**config.mk**
```make
export PLATFORM = sky130hd
export DESIGN_NAME = key_feeder_flat
export DESIGN_NICKNAME = d
export VERILOG_FILES = /design/src/rtl/key_feeder_if.sv /design/src/rtl/key_feeder.sv /design/src/flat_wrapper.sv
export SDC_FILE = /design/constraint.sdc
export NUM_CORES = 1
export LEC_CHECK = 0
export CAP_MARGIN = 10
export CORE_AREA = 5 5 144 146
export CTS_CLUSTER_DIAMETER = 120
export DETAILED_ROUTE_END_ITERATION = 10
export DIE_AREA = 0 0 149 151
export PLACE_DENSITY = 0.66
export SETUP_SLACK_MARGIN = 0.3
export SLEW_MARGIN = 20
export SYNTH_ARGS = -nofsm -noshare
export SYNTH_HDL_FRONTEND = slang
export SYNTH_SLANG_ARGS = --single-unit
export TNS_END_PERCENT = 20
```
**constraint.sdc**
```tcl
create_clock -name clk -period 3.4 [get_ports clk]
set_input_delay 0.68 -clock clk [delete_from_list [all_inputs] [get_ports clk]]
set_output_delay 0.68 -clock clk [all_outputs]
set_load 0.05 [all_outputs]
```
**src/rtl/key_feeder_if.sv**
```systemverilog
// Host-side strobes and watchdog-side serial key lines of the key feeder.
interface key_feeder_if #(
  parameter int unsigned KEY_BITS = 64
);
  logic                key_wr;
  logic [KEY_BITS-1:0] key_din;
  logic                key_clr;
  logic                en;
  logic                sclk;
  logic                sdat;
  logic                busy;
  logic [15:0]         frame_cnt;

  modport master (
    output key_wr, key_din, key_clr,
    input  en, sclk, sdat, busy, frame_cnt
  );

  modport slave (
    input  key_wr, key_din, key_clr,
    output en, sclk, sdat, busy, frame_cnt
  );
endinterface

```
**src/rtl/key_feeder.sv**
```systemverilog
// Serial key sequencer: shifts the stored key MSB-first into the watchdog key
// shift register and periodically re-sends it so the watchdog keeps matching.
module key_feeder #(
  parameter int unsigned KEY_BITS       = 64,
  parameter int unsigned CLK_DIV        = 4,
  parameter int unsigned REFRESH_CYCLES = 25000000
) (
  input logic         clk,
  input logic         rst,
  key_feeder_if.slave bus
);

  localparam int unsigned BitW = (KEY_BITS > 1) ? $clog2(KEY_BITS) : 1;
  localparam logic [7:0]      PhaseLast   = 8'(CLK_DIV - 1);
  localparam logic [31:0]     RefreshLast = 32'(REFRESH_CYCLES - 1);
  localparam logic [BitW-1:0] BitFirst    = BitW'(KEY_BITS - 1);

  typedef enum logic [1:0] {StIdle, StLow, StHigh, StDone} state_e;

  state_e              state_q;
  logic [7:0]          phase_q;
  logic [BitW-1:0]     bit_q;
  logic [BitW-1:0]     bit_nxt;
  logic [31:0]         refresh_q;
  logic [KEY_BITS-1:0] key_q;
  logic [KEY_BITS-1:0] shadow_q;
  logic                key_valid_q;
  logic                pending_q;
  logic                en_q;
  logic                sclk_q;
  logic                sdat_q;
  logic                busy_q;
  logic [15:0]         frame_cnt_q;
  logic                start;

  assign bit_nxt = bit_q - BitW'(1);

  // A frame starts on a fresh key or when the refresh period has elapsed;
  // a clear in the same cycle suppresses the start.
  assign start = !bus.key_clr &&
                 (pending_q || (key_valid_q && (refresh_q == RefreshLast)));

  // Key register, frame sequencer and registered serial outputs.
  always_ff @(posedge clk) begin
    if (rst) begin
      state_q     <= StIdle;
      phase_q     <= '0;
      bit_q       <= '0;
      refresh_q   <= '0;
      key_q       <= '0;
      shadow_q    <= '0;
      key_valid_q <= 1'b0;
      pending_q   <= 1'b0;
      en_q        <= 1'b0;
      sclk_q      <= 1'b0;
      sdat_q      <= 1'b0;
      busy_q      <= 1'b0;
      frame_cnt_q <= '0;
    end else begin
      // Clear has priority over a simultaneous write.
      if (bus.key_clr) begin
        key_q       <= '0;
        key_valid_q <= 1'b0;
        pending_q   <= 1'b0;
      end else if (bus.key_wr) begin
        key_q       <= bus.key_din;
        key_valid_q <= 1'b1;
        pending_q   <= 1'b1;
      end

      case (state_q)
        StIdle: begin
          if (start) begin
            state_q   <= StLow;
            phase_q   <= '0;
            bit_q     <= BitFirst;
            shadow_q  <= key_q;
            en_q      <= 1'b1;
            sclk_q    <= 1'b0;
            sdat_q    <= key_q[KEY_BITS-1];
            busy_q    <= 1'b1;
            refresh_q <= '0;
            // A write landing on the start edge keeps its request alive.
            if (!bus.key_wr) pending_q <= 1'b0;
          end else if (key_valid_q && !bus.key_clr) begin
            refresh_q <= refresh_q + 32'd1;
          end else begin
            refresh_q <= '0;
          end
        end

        StLow: begin
          if (bus.key_clr) begin
            state_q <= StIdle;
            en_q    <= 1'b0;
            sclk_q  <= 1'b0;
            sdat_q  <= 1'b0;
            busy_q  <= 1'b0;
          end else if (phase_q == PhaseLast) begin
            state_q <= StHigh;
            phase_q <= '0;
            sclk_q  <= 1'b1;
          end else begin
            phase_q <= phase_q + 8'd1;
          end
        end

        StHigh: begin
          if (bus.key_clr) begin
            state_q <= StIdle;
            en_q    <= 1'b0;
            sclk_q  <= 1'b0;
            sdat_q  <= 1'b0;
            busy_q  <= 1'b0;
          end else if (phase_q == PhaseLast) begin
            phase_q <= '0;
            sclk_q  <= 1'b0;
            if (bit_q == '0) begin
              state_q <= StDone;
              en_q    <= 1'b0;
              sdat_q  <= 1'b0;
            end else begin
              state_q <= StLow;
              bit_q   <= bit_nxt;
              sdat_q  <= shadow_q[bit_nxt];
            end
          end else begin
            phase_q <= phase_q + 8'd1;
          end
        end

        StDone: begin
          state_q   <= StIdle;
          busy_q    <= 1'b0;
          refresh_q <= '0;
          if (frame_cnt_q != 16'hFFFF) frame_cnt_q <= frame_cnt_q + 16'd1;
        end

        default: begin
          state_q <= StIdle;
          en_q    <= 1'b0;
          sclk_q  <= 1'b0;
          sdat_q  <= 1'b0;
          busy_q  <= 1'b0;
        end
      endcase
    end
  end

  assign bus.en        = en_q;
  assign bus.sclk      = sclk_q;
  assign bus.sdat      = sdat_q;
  assign bus.busy      = busy_q;
  assign bus.frame_cnt = frame_cnt_q;

endmodule

```
**src/flat_wrapper.sv**
```systemverilog
// flat-port wrapper written by rule: the top's interface ports become plain ports
module key_feeder_flat 
#(
  parameter int unsigned KEY_BITS       = 64,
  parameter int unsigned CLK_DIV        = 4,
  parameter int unsigned REFRESH_CYCLES = 25000000
)
  (clk, rst, bus_key_wr, bus_key_din, bus_key_clr, bus_en, bus_sclk, bus_sdat, bus_busy, bus_frame_cnt);
  key_feeder_if #(.KEY_BITS(KEY_BITS)) bus_i ();
  input logic clk;
  input logic rst;
  input wire logic [$bits(bus_i.key_wr)-1:0] bus_key_wr;
  input wire logic [$bits(bus_i.key_din)-1:0] bus_key_din;
  input wire logic [$bits(bus_i.key_clr)-1:0] bus_key_clr;
  output wire logic [$bits(bus_i.en)-1:0] bus_en;
  output wire logic [$bits(bus_i.sclk)-1:0] bus_sclk;
  output wire logic [$bits(bus_i.sdat)-1:0] bus_sdat;
  output wire logic [$bits(bus_i.busy)-1:0] bus_busy;
  output wire logic [$bits(bus_i.frame_cnt)-1:0] bus_frame_cnt;
  assign bus_i.key_wr = bus_key_wr;
  assign bus_i.key_din = bus_key_din;
  assign bus_i.key_clr = bus_key_clr;
  assign bus_en = bus_i.en;
  assign bus_sclk = bus_i.sclk;
  assign bus_sdat = bus_i.sdat;
  assign bus_busy = bus_i.busy;
  assign bus_frame_cnt = bus_i.frame_cnt;
  key_feeder #(.KEY_BITS(KEY_BITS), .CLK_DIV(CLK_DIV), .REFRESH_CYCLES(REFRESH_CYCLES)) u_core (.clk(clk), .rst(rst), .bus(bus_i));
endmodule
```
# After elaboration in Yosys (flattened, before gate mapping)
# Cells that the tools add are included.
# W data, S select, Z words.
[totals]
elab_cells = 100
inputBits = 68
reg_bits = 198
[op_classes]
eq_ne = 16
addsub = 4
n_mux = 44
magnitude_cmp = 1
n_reduce_logical = 22
[op_table]
columns = ["op", "count"]
rows = [
  ["$mux W32", 2],
  ["$pmux W32 S2", 1],
  ["$add A32 B1 Y32 const B", 1],
  ["$eq A32 B25 Y1 const B", 1],
  ["$mux W6", 4],
  ["$mux W8", 3],
  ["$mux W1", 20],
  ["$add A16 B1 Y16 const B", 1],
  ["$ne A16 B16 Y1 const B", 1],
  ["$pmux W8 S2", 1],
  ["$mux W2", 6],
  ["$pmux W1 S3", 4],
  ["$pmux W6 S2", 1],
  ["$reduce_and A5 Y1", 2],
  ["$ne A3 B2 Y1 const B", 3],
  ["$add A8 B1 Y8 const B", 1],
  ["$eq A8 B2 Y1 const B", 1],
  ["$ne A2 B2 Y1 const B", 4],
  ["$pmux W2 S4", 1],
  ["$reduce_and A4 Y1", 2],
  ["$lt A6 B7 Y1 const B", 1],
  ["$bmux W1 S6", 1],
  ["$logic_not A6 Y1", 1],
  ["$ne A2 B1 Y1 const B", 3],
  ["12 further kinds", 21],
]

# Longest topological paths before layout
# Gate-level depths: netlist of run 1.
[depth]
word_depth = 7
mapped_depth = 12
mapped_depth_nobuf = 8

# Least setup slack after synthesis of run 1
# Ideal clock, no wire load.
[synth_path]
path_type = "reg2reg"
from = "reg u_core.bit_q[0]"
to = "reg u_core.sdat_q (netlist: u_core.bus.sdat)"
required_time_ns = 3.267
n_path_buf = 2
slack_ns = 0.559
t_arrival_ns = 2.708
period_less_slack_ns = 2.841
stages_incl_launch_ff = 11
setup_time_ns = 0.133
path_cell_list = "dfxtp_1 buf_2 buf_2 inv_1 ha_1 xor2_4 mux4_1 mux2_1 nor3_1 o32a_1 a311oi_1"
[synth_via]
elab_chain_len = 7
elab_cells_between_ends = 8
cone_classes = "1 x add/sub; 6 x mux; 1 x reduce/logical"
[synth_rtl]
columns = ["item", "line", "source"]
rows = [
  ["start, declared", "key_feeder.sv:22", "logic [BitW-1:0] bit_q;"],
  ["start signal, assigned", "key_feeder.sv:76", "bit_q <= BitFirst;"],
  ["start signal, assigned", "key_feeder.sv:124", "bit_q <= bit_nxt;"],
  ["$sub A6 B1 Y6", "key_feeder.sv:36", "assign bit_nxt = bit_q - BitW'(1);"],
  ["$bmux W1 S6", "key_feeder.sv:125", "sdat_q <= shadow_q[bit_nxt];"],
  ["$mux W1 (implied by the code)", "key_feeder.sv:125", ""],
  ["$mux W1 *", "key_feeder.sv:118", "if (bit_q == '0) begin"],
  ["$mux W1 *", "key_feeder.sv:115", "end else if (phase_q == PhaseLast) begin"],
  ["$mux W1 *", "key_feeder.sv:109", "if (bus.key_clr) begin"],
  ["$pmux W1 S3 *", "key_feeder.sv:71", "case (state_q)"],
  ["end signal, assigned", "key_feeder.sv:80", "sdat_q <= key_q[KEY_BITS-1];"],
  ["end signal, assigned", "key_feeder.sv:125", ""],
  ["end, declared", "key_feeder.sv:31", "logic sdat_q;"],
]
# Mark *: on every way between the ends. The rest lies on a longest branch, timed or not. The select of a mux whose other input is x is not followed.
# A chain may end at the register's enable or synchronous reset.

# Final worst setup path of run 1
# Ends and elaborated chain as after synthesis.

==> results of run 1 <==
-- sequential cells by signal, indices dropped and copies added (netlist names), 2 cells and up --
signal,count
u_core.state_q,2
u_core.bus.frame_cnt,16
u_core.key_q,64
u_core.bit_q,6
u_core.shadow_q,64
u_core.refresh_q,32
u_core.phase_q,8
-- area by class of cell --
class	instances	area [µm²]	area share, %
Clock buffer	18	429	4.14
Inverter	20	75.1	0.724
Timing Repair Buffer	101	1010	9.72
Multi-Input combinational cell	693	4380	42.2
Sequential cell	198	3960	38.2
Clock inverter	14	189	1.82
Tap cell	265	332	3.20
-- stage by stage --
stage          power, W  hold WS [ns]  util (%)  worst slack, ns
6_report        0.00520         0.451      53.8            0.643
3_3_place_gp    0.00315         0.438      50.6            0.541
3_5_place_dp    0.00316         0.443      50.6            0.538
2_1_floorplan   0.00294         0.431         -            0.559
5_1_grt         0.00542         0.471      53.8            0.453
4_1_cts         0.00526         0.453      53.8            0.509
-- worst min-delay path by stage --
stage	end	cells past startpoint	slack [ns]
4_1_cts	u_core.shadow_q[31]	2	0.45
3_3_place_gp	u_core.shadow_q[62]	2	0.44
3_5_place_dp	u_core.shadow_q[31]	2	0.44
6_report	u_core.shadow_q[31]	2	0.45
5_1_grt	u_core.shadow_q[31]	2	0.47
2_1_floorplan	u_core.shadow_q[0]	2	0.43
-- cell usage in the layout, fill, tap and decap left out, types with 19 or more instances in the layout --
cell             Yosys  routed
mux2i_1             68      68
clkdlybuf4s50_1      0      85
dfxtp_1            198     198
inv_1               19      19
nand2_1            158     157
a21oi_1            100     100
a311oi_1            24      24
nor2_1              98      98
nand3_1             35      35
o21ai_0             19      19
-- per-layer routing --
metal / wire length, µm / vias up / share of wire [%] / GRT usage (%)
met5: 0 / - / 0 / 0
met4: 262 / 0 / 1.4 / 4.67
met3: 702 / 21 / 3.6 / 4.28
met2: 9160 / 122 / 47 / 28.7
met1: 9190 / 3294 / 48 / 24.4
li1: - / 3568 / - / -
-- kinds of logic after synthesis --
logic type | after synthesis | synth area share, %
simple gates | 379 | 19.6
flops | 198 | 45.7
compound gates | 197 | 14.3
buf+inv | 86 | 3.97
mux | 86 | 12.7
xor+xnor | 22 | 2.44
fa+ha+maj | 9 | 1.30
-- repair_timing --
| action | CTS | global route |
|---|---|---|
| endpoints found under the setup margin | 0 | 3 |
| setup buffers | 0 | 0 |
| gates resized for setup | 0 | 1 |
-- worst reg2reg max path, stage by stage (launching register included) --
cell      delay [ns]
dfxtp_1         0.31
inv_1           0.15
ha_1            0.35
xor2_4          0.44
mux4_1          0.61
mux2_1          0.31
nor3_1          0.18
o32a_1          0.19
a311oi_1        0.08
-- report_power, final --
part           switching [W]  total (W)  internal, W  leakage, nW
sequential         0.0000420    0.00241      0.00237         1.60
combinational       0.000385   0.000686     0.000301         1.75
clock               0.000978    0.00210      0.00112        0.296
total                0.00140    0.00520      0.00379         3.65
-- synth_stat cells (15+ instances only) --
cell type / n / area share [%]
a311oi_1: 24 / 2.4
buf_2: 15 / 0.87
mux2i_1: 68 / 7.8
nor2_1: 98 / 4.2
nand2_1: 158 / 6.8
inv_1: 19 / 0.82
nand3_1: 35 / 2.0
a21oi_1: 100 / 5.8
clkbuf_1: 41 / 1.8
or3_1: 16 / 1.2
and3_1: 18 / 1.3
dfxtp_1: 198 / 46
o21ai_0: 19 / 1.1
==> results.toml, run 1 <==
[run_status]
status = "completed"

[grt]
gr-total-overflow = 0
grt_max_degree = 75
grt_pass1_vias = 6653
antenna_found_initial = 0
grt_pass1_wl_mm = 33.0
grtUsageTotal_pct = 17.9

[yosys]
ys_warn_count = 0
synth_area_um2 = 8670
synth-seq-cells = 198
yosys.cell_types.count = 59
synth-edff-count = 0
synth_area_per_cell_um2 = 8.87
ys_seq_area_share_pct = 45.7
synthCells = 977
synth_flop_cell = "dfxtp_1"
mappedNetlistNets = 1054
ys_async_sr_fraction_pct = 0

[power]
ir_worst_vdd_mv = 0.346
leakagePower_nw = 3.65
power_density_nw_per_um2 = 501

[layout]
fin_area_um2 = 10400
fillers = 1803
layout-drive-gt1-share_pct = 7.38
areaGrowthSynthToFinish_pct = 19.6
antenna_cells = 0
stdcell_count = 1309
final_nets = 1108

[drt]
num_vias = 7005
vias_per_cell = 5.35
dr.pass1.iters = 5
drc = 0
ant_nets = 0
drt-total-wl_mm = 19.3
routedWlPerCell_um = 14.8
dr.first_iter.drc_count = 398

[floorplan]
die_h_um = 151
die_x_um = 149
core_area_um2 = 19300
dieArea_um2 = 22500
io_pins = 88
core.rowCount = 51
start_util_pct = 45.0

[critical_path]
critPathBufInv = 1
reg2reg_from = "u_core.bit_q[0]"
crit_chain = "inv_1 -> ha_1 -> xor2_4 -> mux4_1 -> mux2_1 -> nor3_1 -> o32a_1 -> a311oi_1"
rrSetupSlack_ns = 0.64
start_kind = "flip-flop"
required_ns = 3.70
critPathMaxStageDelay_ns = 0.61
r2r_end = "u_core.bus.sdat"
crit_start = "u_core.bit_q[0]"
crit_cells = 8
end_kind = "flip-flop"
reg2reg_depth = 8
crit_family = "multiplexers"
cp.arrival_ns = 3.06
cpMaxStageDelayCell = "mux4_1"
worstPathMaxFanout = 10
worst-setup-path-type = "flip-flop to flip-flop"
setup.worst_path.end = "u_core.bus.sdat"

[clock_tree]
cts_tree = "built"
htree_levels = 4
clockBufferDepth = 2
cts_hold_buf = 0
insertion_delay_ns = 0.44
clockRootBuffer = "clkbuf_16"
clk_pin_slew_ns = 0.07
clock_sinks = 198
cts_made_buffers = 17

[placement]
port_buffers = 87
placed_cell_area_um2 = 9750
place_congestion = 0.837
hpwl_mm = 12.7
placedCellCount = 1277

[min_path]
min-delay-start = "u_core.shadow_q[31]"
hp-class = "flip-flop to flip-flop"

[timing]
fmax_mhz = 363
min_period_over_period_pct = 81.1
fin_tns_setup_ns = 0
rsz0062_at_grt = "no"
setup_viol = 0
tightest_slew_ns = 0.793
finalCriticalPeriod_ns = 2.76
slew_viol_final = 0
max_slew_margin_pct = 47.1
skew_ns = 0.0103
hold_violations = 0

[run]
cap_violations = 0
(Power assumes the default switching activity.)
==> run 2, diff against run 1 <==
==> constraint.sdc (replaced) <==
create_clock -name clk -period 2.55 [get_ports clk]
set_input_delay 0.51 -clock clk [delete_from_list [all_inputs] [get_ports clk]]
set_output_delay 0.51 -clock clk [all_outputs]
set_load 0.05 [all_outputs]
==> results.toml, run 2 (synthesized netlist as in run 1, its figures left out) <==
[run_status]
status = "completed"

[min_path]
hp-class = "flip-flop to flip-flop"
min-delay-start = "u_core.key_q[22]"
holdPathStages = 2
hold_end = "u_core.shadow_q[22]"

[floorplan]
die_h_um = 151
core.rowCount = 51
io_pins = 88
core_area_um2 = 19300
dieArea_um2 = 22500
start_util_pct = 45.0
die_x_um = 149

[timing]
min_period_over_period_pct = 88.7
rsz0062_at_grt = "yes"
hold_violations = 0
tightest_slew_ns = 0.564
finalCriticalPeriod_ns = 2.26
skew_ns = 0.0163
fin_tns_setup_ns = 0
fmax_mhz = 442
slew_viol_final = 0
layout_setup_ws_ns = 0.289
setup_viol = 0
max_slew_margin_pct = 62.1

[drt]
dr.first_iter.drc_count = 347
drt-total-wl_mm = 20.1
drc = 0
vias_per_cell = 5.36
num_vias = 7183
ant_nets = 0
routedWlPerCell_um = 15.0
dr.pass1.iters = 5

[layout]
final_cell_mix = "190 x dfxtp_1, 157 x nand2_1, 100 x a21oi_1, 98 x nor2_1, 85 x clkdlybuf4s50_1"
largestRegisters = "u_core.key_q: 64 flops, u_core.shadow_q: 64 flops, u_core.refresh_q: 32 flops"
fin_area_um2 = 10800
stdcell_count = 1339
layout-drive-gt1-share_pct = 12.6
fillers = 1770
antenna_cells = 0
final_nets = 1138
areaGrowthSynthToFinish_pct = 24.1
mostFrequentLayoutCell = "dfxtp_1"

[grt]
grt_max_degree = 105
grtUsageTotal_pct = 17.6
grt_pass1_vias = 6716
gr-total-overflow = 0
antenna_found_initial = 0
grt_pass1_wl_mm = 32.8

[power]
power_density_nw_per_um2 = 643
pwr-share-comb_pct = 15.8
leakagePower_nw = 3.81
p_int_w = 0.00502
ir_worst_vdd_mv = 0.452
power.share.clock_pct = 37.6
power.total_w = 0.00691
swShare_pct = 27.3
power.switching_w = 0.00189
power_frac_seq_pct = 46.6

[placement]
placedCellCount = 1300
port_buffers = 87
hpwl_mm = 13.1
dp_slack_ns = 0.149
placed_cell_area_um2 = 9970
place_congestion = 0.861

[critical_path]
crit_chain = "inv_6 -> ha_4 -> xor2_4 -> mux4_2 -> mux2_4 -> nor3_4 -> o32a_1 -> a311oi_1"
reg2reg_from = "u_core.bit_q[0]"
r2r_end = "u_core.bus.sdat"
rrSetupSlack_ns = 0.29
start_kind = "flip-flop"
cp.arrival_ns = 2.55
worst-setup-path-type = "flip-flop to flip-flop"
cpMaxStageDelayCell = "mux4_2"
end_kind = "flip-flop"
required_ns = 2.84
worstPathMaxFanout = 5
critPathMaxStageDelay_ns = 0.55
reg2reg_depth = 8

[clock_tree]
htree_levels = 4
clockBufferDepth = 2
clockRootBuffer = "clkbuf_16"
cts_tree = "built"
cts_hold_buf = 0
insertion_delay_ns = 0.43
clock_sinks = 198
cts_made_buffers = 17
clk_pin_slew_ns = 0.08

[run]
cap_violations = 0
## run 2: worst max-delay path, delay by kind of cell, from the launching register on
family | cells | cell delay (ns)
AOI/OAI and AO/OA | 2 | 0.24
xor gates and xnor gates | 1 | 0.29
adders and majority gates | 1 | 0.17
buffers and inverters | 1 | 0.04
DFF | 1 | 0.37
muxes | 2 | 0.85
and+or+nand+nor | 1 | 0.15
## run 2: through the flow
stage	hold WS, ns	util [%]
after floorplan	0.431	-
after global placement	0.437	51.8
after detailed placement	0.445	51.8
after CTS	0.442	55.2
after global routing	0.451	55.8
final	0.452	55.8
## run 2: how the worst max path moves through the flow
stage / end / depth (start not counted) / startpoint / slack [ns]
2_1_floorplan: u_core.bus.sdat / 10 / u_core.bit_q[0] / 0.11
3_3_place_gp: u_core.bit_q[1] / 7 / bus_key_clr / 0.16
3_5_place_dp: u_core.bit_q[1] / 7 / bus_key_clr / 0.15
4_1_cts: u_core.bus.sdat / 8 / u_core.bit_q[0] / 0.28
5_1_grt: u_core.bus.sdat / 8 / u_core.bit_q[1] / 0.17
6_report: u_core.bus.sdat / 8 / u_core.bit_q[0] / 0.29
## run 2: final cells by class
class                   instances  area [µm²]  share of cell area, %
clock inverters                12         115                   1.07
inverters                      20        80.1                  0.744
multi-input cells             693        4500                   41.9
flip-flops and latches        198        3980                   37.0
well taps                     265         332                   3.08
clock buffers                  20         457                   4.25
repair buffers                131        1290                   12.0
## run 2: repair_timing
action	CTS	global route
pin swaps	3	8
endpoints found under the setup margin	78	93
buffers inserted	2	4
gates cloned	0	1
resized for setup	18	18
## run 2: routing by layer
metal  up-vias  GRT usage [%]  wire length (µm)
met3        17           3.68               749
met2       125           29.9              9820
met1      3405           23.4              9300
met4         0           3.80               223
met5         -              0                 0
li1       3636              -                 -
## run 2: power by group through the flow
stage / Clock, W / Sequential, W / Combinational, W
2_1_floorplan: 0 / 0.00329 / 0.000659
3_3_place_gp: 0 / 0.00329 / 0.000998
3_5_place_dp: 0 / 0.00329 / 0.00101
4_1_cts: 0.00265 / 0.00322 / 0.00104
5_1_grt: 0.00278 / 0.00323 / 0.00118
6_report: 0.00260 / 0.00322 / 0.00109
